===== config.mk =====
export PLATFORM = sky130hd
export DESIGN_NAME = sys_bridge
export DESIGN_NICKNAME = d
export VERILOG_FILES = /design/src/rtl/bridge_pkg.sv /design/src/rtl/tc_unit.sv /design/src/rtl/sys_bridge.sv
export SDC_FILE = /design/constraint.sdc
export NUM_CORES = 1
export LEC_CHECK = 0
export ABC_AREA = 1
export ABC_CLOCK_PERIOD_IN_PS = 1950
export CAP_MARGIN = 10
export CORE_MARGIN = 1
export CORE_UTILIZATION = 30
export CTS_BUF_LIST = sky130_fd_sc_hd__clkbuf_16
export CTS_CLUSTER_DIAMETER = 60
export DETAILED_ROUTE_END_ITERATION = 10
export HOLD_SLACK_MARGIN = 0.12
export RECOVER_POWER = 100
export SYNTH_ARGS = -nofsm -noshare
export SYNTH_HDL_FRONTEND = slang
export SYNTH_SLANG_ARGS = --single-unit

===== constraint.sdc =====
create_clock -name clk -period 1.95 [get_ports clk]
set_input_delay 0.195 -clock clk [delete_from_list [all_inputs] [get_ports clk]]
set_output_delay 0.195 -clock clk [all_outputs]
set_load 0.05 [all_outputs]

===== src/rtl/bridge_pkg.sv =====
// Shared definitions for the system bridge: register map, CTRL fields, timer modes, FSM states.
// Latency: n/a (definitions only).
// Backpressure: n/a.
package bridge_pkg;

  // Word offsets inside a 16-byte timer window (PrAddr[3:2])
  localparam logic [1:0] OFF_CTRL   = 2'd0;
  localparam logic [1:0] OFF_PRESET = 2'd1;
  localparam logic [1:0] OFF_COUNT  = 2'd2;
  localparam logic [1:0] OFF_RSVD   = 2'd3;

  // CTRL bit positions
  localparam int CTRL_EN      = 0;
  localparam int CTRL_MODE_LO = 1;
  localparam int CTRL_MODE_HI = 2;
  localparam int CTRL_IM      = 3;
  localparam int CTRL_W       = 4;

  // MODE encodings; 2'b1x behaves as one-shot
  localparam logic [1:0] MODE_ONESHOT = 2'b00;
  localparam logic [1:0] MODE_AUTO    = 2'b01;

  typedef enum logic [1:0] {
    TC_IDLE = 2'd0,
    TC_LOAD = 2'd1,
    TC_CNT  = 2'd2,
    TC_INT  = 2'd3
  } tc_state_e;

  function automatic logic is_auto(input logic [1:0] mode);
    return mode == MODE_AUTO;
  endfunction

  // Read view of one timer window; reserved offset reads as zero
  function automatic logic [31:0] tc_read(input logic [1:0]        off,
                                          input logic [CTRL_W-1:0] ctrl,
                                          input logic [31:0]       preset,
                                          input logic [31:0]       count);
    logic [31:0] r;
    r = 32'h0;
    case (off)
      OFF_CTRL:   r = {{(32-CTRL_W){1'b0}}, ctrl};
      OFF_PRESET: r = preset;
      OFF_COUNT:  r = count;
      default:    r = 32'h0;
    endcase
    return r;
  endfunction

endpackage


===== src/rtl/tc_unit.sv =====
// One down-counting timer: CTRL/PRESET/COUNT registers, IDLE/LOAD/CNT/INT FSM and IRQ flag.
// Latency: register writes and FSM steps take effect on the next rising edge.
// Backpressure: none; a qualified write is always accepted.
module tc_unit
  import bridge_pkg::*;
(
  input  logic              clk,
  input  logic              reset,
  input  logic              wr_en,
  input  logic [1:0]        wr_off,
  input  logic [31:0]       wr_dat,
  output logic [CTRL_W-1:0] ctrl,
  output logic [31:0]       preset,
  output logic [31:0]       count,
  output logic              irq
);

  tc_state_e         state_q, state_d;
  logic [CTRL_W-1:0] ctrl_q, ctrl_d;
  logic [31:0]       preset_q, preset_d;
  logic [31:0]       count_q, count_d;
  logic              flag_q, flag_d;

  logic       en;
  logic [1:0] mode;

  assign en   = ctrl_q[CTRL_EN];
  assign mode = ctrl_q[CTRL_MODE_HI:CTRL_MODE_LO];

  // State and register storage; reset aborts any count in progress
  always_ff @(posedge clk or negedge reset) begin
    if (!reset) begin
      state_q  <= TC_IDLE;
      ctrl_q   <= '0;
      preset_q <= '0;
      count_q  <= '0;
      flag_q   <= 1'b0;
    end else begin
      state_q  <= state_d;
      ctrl_q   <= ctrl_d;
      preset_q <= preset_d;
      count_q  <= count_d;
      flag_q   <= flag_d;
    end
  end

  // Next-state: FSM first, then bus writes override (a CTRL write beats the one-shot EN clear)
  always_comb begin
    state_d  = state_q;
    ctrl_d   = ctrl_q;
    preset_d = preset_q;
    count_d  = count_q;
    flag_d   = flag_q;

    case (state_q)
      TC_IDLE: begin
        if (en) state_d = TC_LOAD;
      end
      TC_LOAD: begin
        count_d = preset_q;
        state_d = TC_CNT;
      end
      TC_CNT: begin
        if (!en) begin
          state_d = TC_IDLE;
        end else if (count_q > 32'd1) begin
          count_d = count_q - 32'd1;
        end else begin
          // Covers PRESET=0 as well: clamp at zero rather than wrapping
          count_d = 32'd0;
          flag_d  = 1'b1;
          state_d = TC_INT;
        end
      end
      TC_INT: begin
        if (is_auto(mode)) begin
          // Auto-reload: flag is visible only during this INT cycle
          flag_d  = 1'b0;
          state_d = TC_LOAD;
        end else begin
          ctrl_d[CTRL_EN] = 1'b0;
          state_d         = TC_IDLE;
        end
      end
      default: state_d = TC_IDLE;
    endcase

    if (wr_en) begin
      case (wr_off)
        OFF_CTRL: begin
          ctrl_d = wr_dat[CTRL_W-1:0];
          flag_d = 1'b0;
        end
        OFF_PRESET: preset_d = wr_dat;
        default: ;
      endcase
    end
  end

  assign ctrl   = ctrl_q;
  assign preset = preset_q;
  assign count  = count_q;
  assign irq    = flag_q & ctrl_q[CTRL_IM];

endmodule


===== src/rtl/sys_bridge.sv =====
// CPU-to-device bridge: decodes two timer windows, muxes read data, assembles the CP0 interrupt vector.
// Latency: reads are combinational (zero cycles); writes commit on the next rising edge.
// Backpressure: none; every access completes in its own cycle.
module sys_bridge
  import bridge_pkg::*;
#(
  parameter logic [31:0] TC0_BASE = 32'h0000_7F00,
  parameter logic [31:0] TC1_BASE = 32'h0000_7F10
)(
  input  logic        clk,
  input  logic        reset,
  input  logic [31:0] PrAddr,
  input  logic [31:0] PrWD,
  input  logic        PrWE,
  input  logic [3:0]  PrBE,
  input  logic [3:0]  ExtIrq,
  output logic [31:0] PrRD,
  output logic [5:0]  HWInt
);

  logic              hit0, hit1;
  logic              wr_full;
  logic [1:0]        off;
  logic [CTRL_W-1:0] ctrl0, ctrl1;
  logic [31:0]       preset0, preset1;
  logic [31:0]       count0, count1;
  logic              irq0, irq1;
  logic              addr_lsb_unused;

  assign hit0    = (PrAddr[31:4] == TC0_BASE[31:4]);
  assign hit1    = (PrAddr[31:4] == TC1_BASE[31:4]);
  assign off     = PrAddr[3:2];
  // Only full-word stores reach the timers; partial stores are dropped
  assign wr_full = PrWE && (PrBE == 4'b1111);
  // Registers are word-wide; the byte offset within a word carries no meaning here
  assign addr_lsb_unused = ^PrAddr[1:0];

  tc_unit u_tc0 (
    .clk    (clk),
    .reset  (reset),
    .wr_en  (wr_full && hit0),
    .wr_off (off),
    .wr_dat (PrWD),
    .ctrl   (ctrl0),
    .preset (preset0),
    .count  (count0),
    .irq    (irq0)
  );

  tc_unit u_tc1 (
    .clk    (clk),
    .reset  (reset),
    .wr_en  (wr_full && hit1),
    .wr_off (off),
    .wr_dat (PrWD),
    .ctrl   (ctrl1),
    .preset (preset1),
    .count  (count1),
    .irq    (irq1)
  );

  // Read mux: unmapped addresses return zero
  always_comb begin
    PrRD = 32'h0;
    if (hit0)      PrRD = tc_read(off, ctrl0, preset0, count0);
    else if (hit1) PrRD = tc_read(off, ctrl1, preset1, count1);
  end

  // External lines bypass all registers
  assign HWInt = {ExtIrq, irq1, irq0};

endmodule


# --- Yosys cells after proc, flatten, opt, wreduce, memory -nomap -nowiden ---
# Index checks and enable logic that the tools add are counted.
op_classes:
  add_sub_neg: 2
  n_lt_le_gt_ge: 2
  n_eq_ne: 19
  muxes: 40
  bitwise_logic: 2
  reduce_logical: 16
ops:
  columns: ["cell", "n"]
  rows:
  - ["32-bit two-way mux", 6]
  - ["32-bit case mux with 3 select lines", 2]
  - ["32-bit case mux with 2 select lines", 2]
  - ["32-bit by 1-bit > comparator with 1-bit output, second input constant", 2]
  - ["32-bit by 1-bit subtractor with 32-bit output, second input constant", 2]
  - ["28-bit by 11-bit == test with 1-bit output, second input constant", 2]
  - ["1-bit two-way mux", 20]
  - ["2-bit case mux with 4 select lines", 2]
  - ["2-bit AND reduction", 8]
  - ["2-bit two-way mux", 6]
  - ["2-bit by 1-bit == test with 1-bit output, second input constant", 5]
  - ["2-bit == test, second input constant", 5]
  - ["2-bit by 1-bit inequality test with 1-bit output, second input constant", 4]
  - ["2-bit logical NOT", 3]
  - ["3-bit inequality test, second input constant", 2]
  - ["4-bit == test, second input constant", 1]
  - ["1-bit case mux with 2 select lines", 2]
  - ["2-bit nonzero test", 2]
  - ["1-bit logical AND", 3]
  - ["1-bit bitwise AND", 2]
totals:
  register_bits: 142
  input_bits: 75
  out_inout_bits: 38
  wordCells: 93

# --- Logic depth before layout (Yosys ltp) ---
# Gate-level depths: netlist of the first run.
logic_depth:
  ltp_word: 6
  mapped_depth: 13
  depth_no_buf: 13

# --- By module ---
# A second synthesis of the first run with hierarchy kept.
hier_totals:
  cells_unflattened: 1393
  hier_area_um2: 9531.6
by_module_without_submodules:
  columns: ["module", "n_inst", "cells_per_inst", "area_each_um2", "seq_area_each_um2"]
  rows:
  - ["tc_unit", 2, 509, 3967.6, 1776.7]
  - ["sys_bridge", 1, 375, 1596.5, 0.0]

# --- Least setup slack after synthesis of the first run ---
# No wires, ideal clock.
synth_path:
  kind: "input to output"
  from: "input PrAddr[2]"
  to: "output PrRD[3]"
  arrival_time_ns: 1.767
  t_required_ns: 1.755
  slack_ns: -0.012
  path_stages: 8
  n_path_buf: 2
  cell_sequence: "buf_2 > inv_2 > nor2_4 > clkbuf_1 > a221oi_1 > nand2_1 > nand2_1 > nor2_1"
synth_via:
  elab_chain_cells: 4
  elab_cells_between_ends: 7
  cone_classes: "eq/ne (2); mux (4); reduce/logical (1)"
synth_lines:
  columns: ["element", "line", "text"]
  rows:
  - ["start, declared", "sys_bridge.sv:12", "input logic [31:0] PrAddr,"]
  - ["2-bit == test, or another cell as far along", "bridge_pkg.sv:41", "case (off)"]
  - ["32-bit case mux with 3 select lines", "bridge_pkg.sv:41", null]
  - ["32-bit two-way mux", "sys_bridge.sv:66", "else if (hit1) PrRD = tc_read(off, ctrl1, preset1, count1);"]
  - ["32-bit two-way mux (*)", "sys_bridge.sv:65", "if (hit0) PrRD = tc_read(off, ctrl0, preset0, count0);"]
  - ["end, declared", "sys_bridge.sv:17", "output logic [31:0] PrRD,"]
# Every way passes the cells marked *; elsewhere a longest branch is shown, timed or not.

# --- Worst setup path after layout of the first run ---
layout_path:
  from: "input PrAddr[7]"
  to: "output PrRD[6]"
layout_via:
  elab_chain_cells: 3
  elab_cells_between_ends: 4
  cone_classes: "eq/ne (2); mux (2)"
layout_lines:
  columns: ["element", "line", "text"]
  rows:
  - ["28-bit by 11-bit == test with 1-bit output", "sys_bridge.sv:31", "assign hit1 = (PrAddr[31:4] == TC1_BASE[31:4]);"]
  - ["32-bit two-way mux", "sys_bridge.sv:66", null]
  - ["32-bit two-way mux (*)", "sys_bridge.sv:65", null]
# Marked as above.

==> impl_metrics.tcl, run 1 <==
set metrics [dict create \
    finalNetCount 1680 \
    p_total_mw 6.57 \
    final.period_utilization_pct 97.2 \
    fp-row-count 64 \
    placed_area_mm2 0.0119 \
    drive_gt1_share_pct 19.3 \
    end_kind "primary output" \
    synth_area_leaders "dfrtp_1 (38%), nand2_1 (19%), nor2_1 (6.3%), inv_1 (5.7%), o21ai_1 (4.9%)" \
    critPathLaunchType "primary input" \
    async_reset_ff_share_pct 100 \
    synth_common_cells "nand2_1 (476), nor2_1 (155), dfrtp_1 (142), inv_1 (142), o21ai_1 (91)" \
    drt_iter0_drc 978 \
    yosysTopAreaCellShare_pct 38.2 \
    wl_per_cell_um 16.5 \
    crit_path_cell_trace "clkdlybuf4s15_1, or2_1, nor2_1, and3_4, and2_4, clkbuf_16, nand3_2, nand2_2, buf_12" \
    track_usage_pct 21.4 \
    die_y_um 178 \
    syn_inst 1404 \
    crit_buf_inv 3 \
    portBuffers 102 \
    powerDensity_mw_per_mm2 502 \
    slew_viol_final 0 \
    grt_pass1_wl_um 52400 \
    ios 113 \
    ys_seq_area_share_pct 38.2 \
    num_vias 10100 \
    setup_violations 0 \
    dp_hpwl_um 24400 \
    fin_skew_ps 15.0 \
    hold_slack_ps 369 \
    first_pass_iters 7 \
    rsz0062_at_grt "yes" \
    finalCriticalPeriod_ps 1900 \
    htreeDepth 4 \
    synthesis.area_mm2 0.00930 \
    post-synth-top-count-cell "nand2_1" \
    n_fill_cell 3021 \
    clock_latency_ps 420 \
    path_max_fanout 7 \
    synth_edf_count 0 \
    hold_class "primary input to flip-flop" \
    clock_path_buffers 2 \
    tns_ps 0 \
    grt_max_degree 65 \
    final_area_mm2 0.0131 \
    area_growth_pct 41.0 \
    gp_congestion 0.928 \
    cts.sinks 142 \
    timing.fmax_mhz 528 \
    syn_avg_cell_area_um2 6.62 \
    cap_viol_max_count 0 \
    p_leak_nw 6.68 \
    synth_cell_type_count 36 \
    routed_via_density 5.00 \
    required_ps 1750 \
    cts_made_buffers 17 \
    status "complete, no violations" \
    crit_arrival_ps 1700 \
    ys.warnings.count 0 \
    die-area_mm2 0.0317 \
    irDropWorstVdd_mv 0.616 \
    path_delay_family "simple AND/OR/NAND/NOR gates" \
    relSlewSlack_pct 12.0 \
    route.detailed.drc 0 \
    clk_pin_slew_ps 60 \
    start_util_pct 30.5 \
    cts-root-buf "clkbuf_16" \
    grt_pass1_vias 9650 \
    critPathKind "primary input to primary output" \
    wl_um 33200 \
    worst-slew-pin-transition_ps 1320 \
    synth_top_area_cell "dfrtp_1" \
    die_width_um 178 \
    hold_violations 0 \
    syn_nets 1483 \
    multi_input_area_mm2 0.00521 \
    synth-seq-cells 142 \
    antenna_found_initial 1 \
    core_mm2 0.0305 \
    ys.flop_type "dfrtp_1" \
    cpPeakStageDelay_ps 250 \
    regArea_mm2 0.00355 \
    grt_overflow 0 \
    cpMaxStageDelayCell "or2_1" \
    ant_nets 0 \
    cts_tree "done" \
]
## routing by layer
layer,track usage [%],wire length [um],up-vias
met2,35.9,16500,274
met3,2.75,1270,45
li1,-,-,4912
met1,28.2,14700,4822
met5,0,0,-
met4,7.37,739,0
## area by class of cell
| class | count | area share [%] |
|---|---|---|
| multi-input cells | 1042 | 39.8 |
| flip-flops and latches | 142 | 27.1 |
| repair buffers | 249 | 20.6 |
| inverters | 149 | 4.34 |
| well taps | 396 | 3.78 |
| clock buffers | 17 | 3.25 |
| clock inverters | 15 | 1.13 |
| diodes | 1 | 0.0191 |
## cells by family (layout without fill, tap and decap cells)
logic type	Yosys count	in the layout	share of synthesized area (%)
adders and majority gates	4	4	0.538
xor gates and xnor gates	36	36	3.39
AOI/OAI and AO/OA	223	223	13.1
DFF	142	142	38.2
buffers and inverters	220	430	9.81
and+or+nand+nor	779	779	34.9
other	0	1	0
## path summary, 6_finish.rpt
kind | endpoint | slack (ps) | from | cells past startpoint
setup reg to reg | u_tc1.count[3]$_DFFE_PN0P_ | 70 | u_tc1.count[14]$_DFFE_PN0P_ | 11
min in group asynchronous | u_tc0.state_q[0]$_DFFE_PN0P_ | 600 | reset | 2
max in group asynchronous | u_tc1.count[10]$_DFFE_PN0P_ | 230 | reset | 3
hold reg to reg | u_tc1.preset[8]$_DFFE_PN0P_ | 490 | u_tc1.preset[8]$_DFFE_PN0P_ | 2
hold / removal | u_tc1.preset[5]$_DFFE_PN0P_ | 370 | PrWD[5] | 3
setup / recovery | PrRD[6] | 50 | PrAddr[7] | 9
## flip-flops by register name, indices dropped and copies added (netlist names), 2 cells and up
| signal | cells |
|---|---|
| u_tc0.preset | 32 |
| u_tc0.state_q | 2 |
| u_tc1.ctrl | 4 |
| u_tc1.state_q | 2 |
| u_tc1.preset | 32 |
| u_tc0.count | 32 |
| u_tc0.ctrl | 4 |
| u_tc1.count | 32 |
## cells in the final DEF, fill, tap and decap left out, types with 9 or more instances in the layout
cell             count
o21ai_0             79
nand3_4              9
a21oi_1             23
dfrtp_1            142
o21ai_1             57
inv_1              143
xor2_1              35
clkdlybuf4s50_1     38
dlygate4sd2_1       13
buf_12              45
buf_4              112
nand2_1            446
nor2_2              18
o22ai_1             36
nand3_2             17
buf_6                9
nand3_1             56
clkbuf_16           21
nor2_4               9
nor2_1             141
nand4_1             40
nand2_2             25
## where the power goes
part	switching (mW)	leakage, nW	internal (mW)
registers	0.0000000276	1.90	2.95
clock network	1.36	0.283	1.88
logic	0.221	4.50	0.170
total	1.58	6.68	4.99
## worst reg2reg max path, cell delays in order (launching register included)
cell and delay, ps:
dfrtp_1 380, nor2_1 230, nand2_1 180, nor2_4 180, nand2_2 90, nand2_2 120, nand2_2 80, nand2_4 100
buf_4 190, o22ai_1 100, nand2_1 80, nand2_1 50
## stage by stage
| stage | util, % | setup WS (ps) | std cells |
|---|---|---|---|
| 2_1_floorplan | - | 20.2 | 1404 |
| 3_3_place_gp | 39.1 | -203 | 1962 |
| 3_5_place_dp | 39.1 | -215 | 1962 |
| 4_1_cts | 42.0 | -15.7 | 2006 |
| 5_1_grt | 43.0 | -30.9 | 2011 |
| 6_report | 43.0 | 55.0 | 2011 |
## what timing repair did
action	in CTS	in global routing
hold buffers	1	0
gates resized for setup	76	91
pin swaps	30	42
hold endpoints to repair	62	0
endpoints found under the setup margin	51	91
setup buffers	10	2
gates cloned	2	4
Power figures use the tool's default switching activity.
==> run 2: changes to the inputs <==
--- a/config.mk
+++ b/config.mk
@@ -7,7 +7,7 @@
 export LEC_CHECK = 0
 export ABC_AREA = 1
 export ABC_CLOCK_PERIOD_IN_PS = 1950
-export CAP_MARGIN = 10
+export CAP_MARGIN = 25
 export CORE_MARGIN = 1
 export CORE_UTILIZATION = 30
 export CTS_BUF_LIST = sky130_fd_sc_hd__clkbuf_16
==> results of run 2 <==
Final layout, timing and power as in run 1 (identical DEF).
